--- src/rtl/boot_loader_ctrl.sv ---
// Boot controller: assembles a little-endian word stream into instruction memory,
// verifies an XOR checksum, then releases the core from reset.
module boot_loader_ctrl #(
   parameter int unsigned MEM_DEPTH = 4096
) (
   input  logic        clk,
   input  logic        rst,
   input  logic        start_i,
   input  logic [7:0]  rx_data_i,
   input  logic        rx_valid_i,
   output logic        rx_ready_o,
   output logic        mem_we_o,
   output logic [31:0] mem_addr_o,
   output logic [31:0] mem_wdata_o,
   output logic        core_rst_o,
   output logic        done_o,
   output logic        err_o
);

   localparam int unsigned IDX_W = $clog2(MEM_DEPTH) + 1;

   typedef enum logic [2:0] {
      S_IDLE,
      S_HDR,
      S_DATA,
      S_CSUM,
      S_RUN,
      S_ERR
   } state_t;

   state_t            r_state;
   state_t            w_state_nxt;
   logic [1:0]        r_byte_cnt;
   logic [23:0]       r_shift;
   logic [IDX_W-1:0]  r_count;
   logic [IDX_W-1:0]  r_idx;
   logic [31:0]       r_xor;
   logic              r_we;
   logic [31:0]       r_addr;
   logic [31:0]       r_wdata;

   logic              w_ready;
   logic              w_take;
   logic              w_word_done;
   logic [31:0]       w_word;
   logic              w_last_data;

   assign w_ready     = (r_state == S_HDR) || (r_state == S_DATA) || (r_state == S_CSUM);
   // A byte handshaked alongside start_i is consumed by the source but discarded here
   assign w_take      = rx_valid_i && w_ready && !start_i;
   assign w_word_done = w_take && (r_byte_cnt == 2'd3);
   assign w_word      = {rx_data_i, r_shift};
   assign w_last_data = ((r_idx + IDX_W'(1)) == r_count);

   always_comb begin
      w_state_nxt = r_state;
      if (start_i) begin
         w_state_nxt = S_HDR;
      end else begin
         case (r_state)
            S_HDR: begin
               if (w_word_done) begin
                  if (w_word > 32'(MEM_DEPTH))
                     w_state_nxt = S_ERR;
                  else if (w_word == '0)
                     w_state_nxt = S_CSUM;
                  else
                     w_state_nxt = S_DATA;
               end
            end
            S_DATA: begin
               if (w_word_done && w_last_data)
                  w_state_nxt = S_CSUM;
            end
            S_CSUM: begin
               if (w_word_done)
                  w_state_nxt = (w_word == r_xor) ? S_RUN : S_ERR;
            end
            default: w_state_nxt = r_state;
         endcase
      end
   end

   always_ff @(posedge clk) begin
      if (rst) begin
         r_state    <= S_IDLE;
         r_byte_cnt <= '0;
         r_shift    <= '0;
         r_count    <= '0;
         r_idx      <= '0;
         r_xor      <= '0;
         r_we       <= 1'b0;
         r_addr     <= '0;
         r_wdata    <= '0;
      end else begin
         r_state <= w_state_nxt;
         r_we    <= 1'b0;
         if (start_i) begin
            r_byte_cnt <= '0;
            r_shift    <= '0;
            r_idx      <= '0;
            r_xor      <= '0;
         end else if (w_take) begin
            r_byte_cnt <= r_byte_cnt + 2'd1;
            r_shift    <= {rx_data_i, r_shift[23:8]};
            if (w_word_done) begin
               case (r_state)
                  S_HDR:  r_count <= w_word[IDX_W-1:0];
                  S_DATA: begin
                     r_we    <= 1'b1;
                     r_addr  <= 32'({r_idx, 2'b00});
                     r_wdata <= w_word;
                     r_xor   <= r_xor ^ w_word;
                     r_idx   <= r_idx + IDX_W'(1);
                  end
                  default: ;
               endcase
            end
         end
      end
   end

   assign rx_ready_o  = w_ready;
   assign mem_we_o    = r_we;
   assign mem_addr_o  = r_addr;
   assign mem_wdata_o = r_wdata;
   assign core_rst_o  = (r_state != S_RUN);
   assign done_o      = (r_state == S_RUN);
   assign err_o       = (r_state == S_ERR);

endmodule

--- config.mk ---
export PLATFORM = sky130hd
export DESIGN_NAME = boot_loader_ctrl
export DESIGN_NICKNAME = d
export VERILOG_FILES = /design/src/rtl/boot_loader_ctrl.sv
export SDC_FILE = /design/constraint.sdc
export NUM_CORES = 1
export LEC_CHECK = 0
export ABC_AREA = 1
export BUFFER_PORTS_ARGS = -buffer_cell sky130_fd_sc_hd__buf_2
export CAP_MARGIN = 25
export CORE_MARGIN = 1
export CORE_UTILIZATION = 50
export CTS_BUF_LIST = sky130_fd_sc_hd__clkbuf_4
export CTS_CLUSTER_DIAMETER = 30
export CTS_CLUSTER_SIZE = 20
export DETAILED_ROUTE_END_ITERATION = 10
export PLACE_DENSITY_LB_ADDON = 0.3
export SYNTH_ARGS = -nofsm -noshare
export SYNTH_HDL_FRONTEND = slang
export SYNTH_SLANG_ARGS = --single-unit
--- constraint.sdc ---
create_clock -name clk -period 2.3 [get_ports clk]
set_input_delay 0.345 -clock clk [delete_from_list [all_inputs] [get_ports clk]]
set_output_delay 0.345 -clock clk [all_outputs]
set_load 0.02 [all_outputs]
### Word level (Yosys, flattened, before mapping)

Index checks and enable logic that the tools add are counted.

| storage, ports and cells | value |
|---|---|
| register bits after elaboration | 133 |
| bits in latches | 0 |
| memory bits (writable) | 0 |
| bits in read-only memories | 0 |
| output and inout bits | 69 |
| memories | 0 |

| operators by class | value |
|---|---|
| add/subtract/negate cells | 2 |
| $mul | 0 |
| div/mod/pow operators | 0 |
| magnitude comparators | 1 |
| equal/unequal tests | 15 |
| shift-type cells | 0 |
| muxes and demuxes | 9 |
| bitwise gates (word level) | 4 |
| reductions and logical operators | 17 |

Operators by type and width:

| operator | number |
|---|---|
| == test 32 bit | 1 |
| > comparator 32 x 13 -> 1 bit (second input constant) | 1 |
| logical NOT 32 bit | 1 |
| bitwise XOR 32 bit | 1 |
| AND reduction 4 bit | 4 |
| adder 13 x 1 -> 13 bit (second input constant) | 1 |
| == test 13 bit | 1 |
| two-way mux 3 bit | 4 |
| inequality test 3 bit (second input constant) | 3 |
| case mux 3 bit (3 select lines) | 1 |
| == test 3 x 2 -> 1 bit (second input constant) | 2 |
| == test 3 bit (second input constant) | 2 |
| logical AND 1 bit | 4 |
| two-way mux 1 bit | 4 |
| inequality test 2 bit (second input constant) | 2 |
| nonzero test 4 bit | 1 |
| OR reduction 4 bit | 1 |
| == test 3 x 1 -> 1 bit (second input constant) | 1 |
| inequality test 3 x 2 -> 1 bit (second input constant) | 1 |
| NOT 1 bit | 3 |
| AND reduction 3 bit | 1 |
| nonzero test 3 bit | 1 |
| adder 2 x 1 -> 2 bit (second input constant) | 1 |
| == test 2 bit (second input constant) | 1 |
| 4 further kinds | 5 |

### Logic depth before layout (Yosys ltp)

| depth | value |
|---|---|
| depth after elaboration | 10 |
| gate-level depth with buffers | 15 |
| mapped depth without buffers | 15 |

### Worst setup path before layout

OpenSTA, ideal clock, no wires.

| timing | value |
|---|---|
| kind | register to register |
| from | register r_idx[1] |
| to | register r_state[2] |
| library setup time | 115 ps |
| data arrival time | 1633 ps |
| data required time | 2185 ps |
| slack | 552 ps |
| cell stages (with the launch flop) | 15 |
| period minus slack after synthesis | 1748 ps |
| path through | dfxtp_1 > ha_1 > nand2_2 > nor2_1 > nand3_1 > nand2_1 > nand2_1 > nand2_1 > nand2_1 > nor2_1 > nand4_2 > nand2_2 > nand3_2 > nand2_1 > nor2_1 |

| on the way | value |
|---|---|
| longest elaborated chain between the ends | 5 |

RTL lines:

| what | RTL line | text |
|---|---|---|
| start, declared | 36 | `logic [IDX_W-1:0] r_idx;` |
| start signal, assigned | 114 | `r_idx <= r_idx + IDX_W'(1);` |
| adder 13 x 1 -> 13 bit | 53 | `assign w_last_data = ((r_idx + IDX_W'(1)) == r_count);` |
| == test 13 bit | 53 |  |
| logical AND 1 bit | 72 | `if (w_word_done && w_last_data)` |
| inequality test 2 x 1 -> 1 bit (no line) | n/a |  |
| AND reduction 4 bit (no line) | n/a |  |
| end signal, assigned | 96 | `r_state <= w_state_nxt;` |
| end, declared | 31 | `state_t r_state;` |

No other way between the ends.
A chain may end at the register's enable or synchronous reset.

### Worst setup path in the final report

| timing | value |
|---|---|
| from | register r_idx[0] |
| to | register r_state[2] |

Same word-level chain as after synthesis.

==> metrics.csv <==
metric,value,unit
status,"complete, no violations",
crit_chain,ha_1 -> nand2_2 -> nor2_1 -> nand2_1 -> nand2_1 -> nand2_1 -> nand2_1 -> nand2_1 -> a21oi_2 -> nand4_2 -> nand2_2 -> nand3_2 -> nand2_1 -> nor2_1,
grt.busiest_layer,met2,
peakVddDrop,0.000447,V
finalHoldViolations,0,
synth_area_leaders,"dfxtp_1 46%, o21ai_0 11%, a21oi_1 8.4%",
crit_cells,14,
cts_hold_buf,0,
drt_first_pass_iters,5,
grt.met2_usage,41.4,%
cts_buffer_depth,2,
dieArea,12000,µm²
drc,0,
routed-via-count,5115,
clk_latency,530,ps
yosys.area_share.adder,0.433,%
synthCells,750,
final_cell_mix,"133 x dfxtp_1, 127 x o21ai_0, 97 x a21oi_1, 79 x nor2_1, 73 x nand2_1",
fin_crit_sh,89.7,%
worst_setup_path_start_kind,flop,
syn-cell-area,5780,µm²
syn_avg_cell_area,7.71,µm²
yosys_warnings,0,
synthToLayoutAreaGrowth,10.5,%
cts_tree,yes,
max_freq,485,MHz
synth_top_cell_area_share,46.1,%
ys_seq_elements,133,
portBuffers,61,
drive_gt1_share,15.5,%
drv_slew,0,
yosysUniqueCellTypes,34,
wl_per_cell,14.0,µm
drv_cap,0,
synth_top_family_by_area,compound AO/OA/AOI/OAI gates,
rsz0062_at_grt,false,
hold_depth,3,
grt_max_degree,88,
core-area,11000,µm²
io_pins,81,
ctsHtreeMaxLevel,4,
relSlewSlack,66.2,%
fin_setup_tns,0,ps
die_w,110,µm
grt_usage,23.8,%
cp_slowest_cell,dfxtp_1,
initial_core_util,52.4,%
met3_usage,5.16,%
worstReg2RegStart,r_idx[0],
worst-r2r-cell-count,14,
worstHoldPathType,primary input to flop,
cp_top_family,simple AND/OR/NAND/NOR gates,
crit_top_cell,nand2_1,
clk_pin_slew_worst_paths,120,ps
use_met1,28.2,%
grt_pass1_wl,22.1,mm
routabilityCongestion,0.842,
synth.largest_area_cell,dfxtp_1,
synth_simple_gate_area_share,17.6,%
final_common_cell,dfxtp_1,
std_cell_rows,38,
hpwl,9.28,mm
cts_resized,0,
crit_start,r_idx[0],
setup_viol_count_final,0,
crit_required,2730,ps
fp.dieH,110,µm
vias_per_cell,5.36,
arrival,2500,ps
root_buffer,clkbuf_4,
end_kind,flop,
overflow,0,
synthMuxAreaShare,0,%
cts_buffers,17,
finalNonFillerCells,954,
synth-xor-area-share,5.00,%
post_cts_buffers,0,
powerDensity,646,nW/µm²
slowest_delay,430,ps
nets,815,
clock_skew,13.9,ps
synth-compound-area-share,21.1,%
ant_nets,0,
synth-seq-area-share,46.1,%
wl,13.4,mm
holdCritStartpoint,rx_data_i[0],
drt_iter0_drc,252,
crit_type,flop to flop,
fill_cells,1037,
tightestPinTransition,507,ps
antenna_found_initial,0,
cp_max_fo,6,
grt_pass1_vias,4770,
min_period,2060,ps
n_antenna_cell,0,
cts_num_sinks,133,
cp_num_buf_inv,0,
leakage,2.76,nW
dp.cells,922,
[worst paths after layout]
path	slack (ps)	to
worst max-delay path	240	r_state[2]
worst min-delay path	100	r_shift[16]
worst max register to register	240	r_state[2]
worst min register to register	490	r_count[0]
[worst min-delay path: cells and delay by family]
family	cells	cell delay [ps]
simple gates	2	140
buf+inv	1	120
[cell usage after synthesis]
| library cell | instances |
|---|---|
| o21ai_1 | 1 |
| nand4_1 | 14 |
| nor4_1 | 4 |
| o21ai_0 | 127 |
| a21oi_1 | 97 |
| clkbuf_1 | 20 |
| buf_4 | 29 |
| nor3_1 | 6 |
| dfxtp_1 | 133 |
| nand4_2 | 1 |
| ha_1 | 2 |
| buf_2 | 10 |
| xor2_1 | 3 |
| or2_2 | 3 |
| inv_1 | 57 |
| inv_2 | 1 |
| nor2_1 | 81 |
| buf_1 | 1 |
| a211oi_1 | 1 |
| nand2_1 | 73 |
| nand2_2 | 4 |
| conb_1 | 1 |
| nand3_2 | 1 |
| nor2_8 | 1 |
| nand2_4 | 2 |
| a31oi_1 | 6 |
| o21a_1 | 1 |
| nand3_1 | 30 |
| o211ai_1 | 1 |
| a21oi_2 | 2 |
| nor2_4 | 1 |
| o21ai_2 | 2 |
| xnor2_1 | 30 |
| nor2_2 | 4 |
[logic make-up after synthesis]
logic type | count (synthesis)
adders and majority gates | 2
other | 1
and+or+nand+nor | 225
xor gates and xnor gates | 33
buffers and inverters | 118
DFF | 133
AOI/OAI and AO/OA | 238
[routing by layer]
layer / vias up / share of wire [%]
met5: - / 0
met4: 0 / 2.1
met3: 28 / 4.2
met2: 124 / 49
met1: 2383 / 44
li1: 2580 / -
[final cells by class]
type                            instances  area (µm²)  area share, %
Timing Repair Buffer                   74         415           6.50
Inverter                               58         218           3.41
Sequential cell                       133        2660           41.7
Clock inverter                         13         139           2.17
Clock buffer                           19         143           2.23
Multi-Input combinational cell        517        2640           41.3
Tap cell                              140         175           2.74
[flip-flops by register name, summed over array words and instances (netlist names)]
name         cells
r_state          3
r_byte_cnt       2
r_idx           13
r_xor           32
mem_wdata_o     32
mem_addr_o      13
r_count         13
r_shift         24
mem_we_o         1
[metrics by stage]
stage / hold WS, ps / cell area (µm²) / setup WS [ps] / power (mW) / util (%)
after floorplan: 435 / 5850 / 552 / 2.55 / -
after global placement: 455 / 6110 / 383 / 2.59 / 55.4
after detailed placement: 455 / 6110 / 277 / 2.60 / 55.4
after CTS: 58.9 / 6390 / 259 / 4.15 / 57.9
after global routing: 78.8 / 6390 / 45.7 / 4.28 / 57.9
final: 101 / 6390 / 236 / 4.13 / 57.9
[power breakdown]
group / internal (mW) / switching, mW / total, mW
logic: 0.0637 / 0.150 / 0.214
registers: 2.32 / 0.0191 / 2.33
clock network: 0.756 / 0.824 / 1.58
Note: power is estimated with default switching activity, not from simulation.
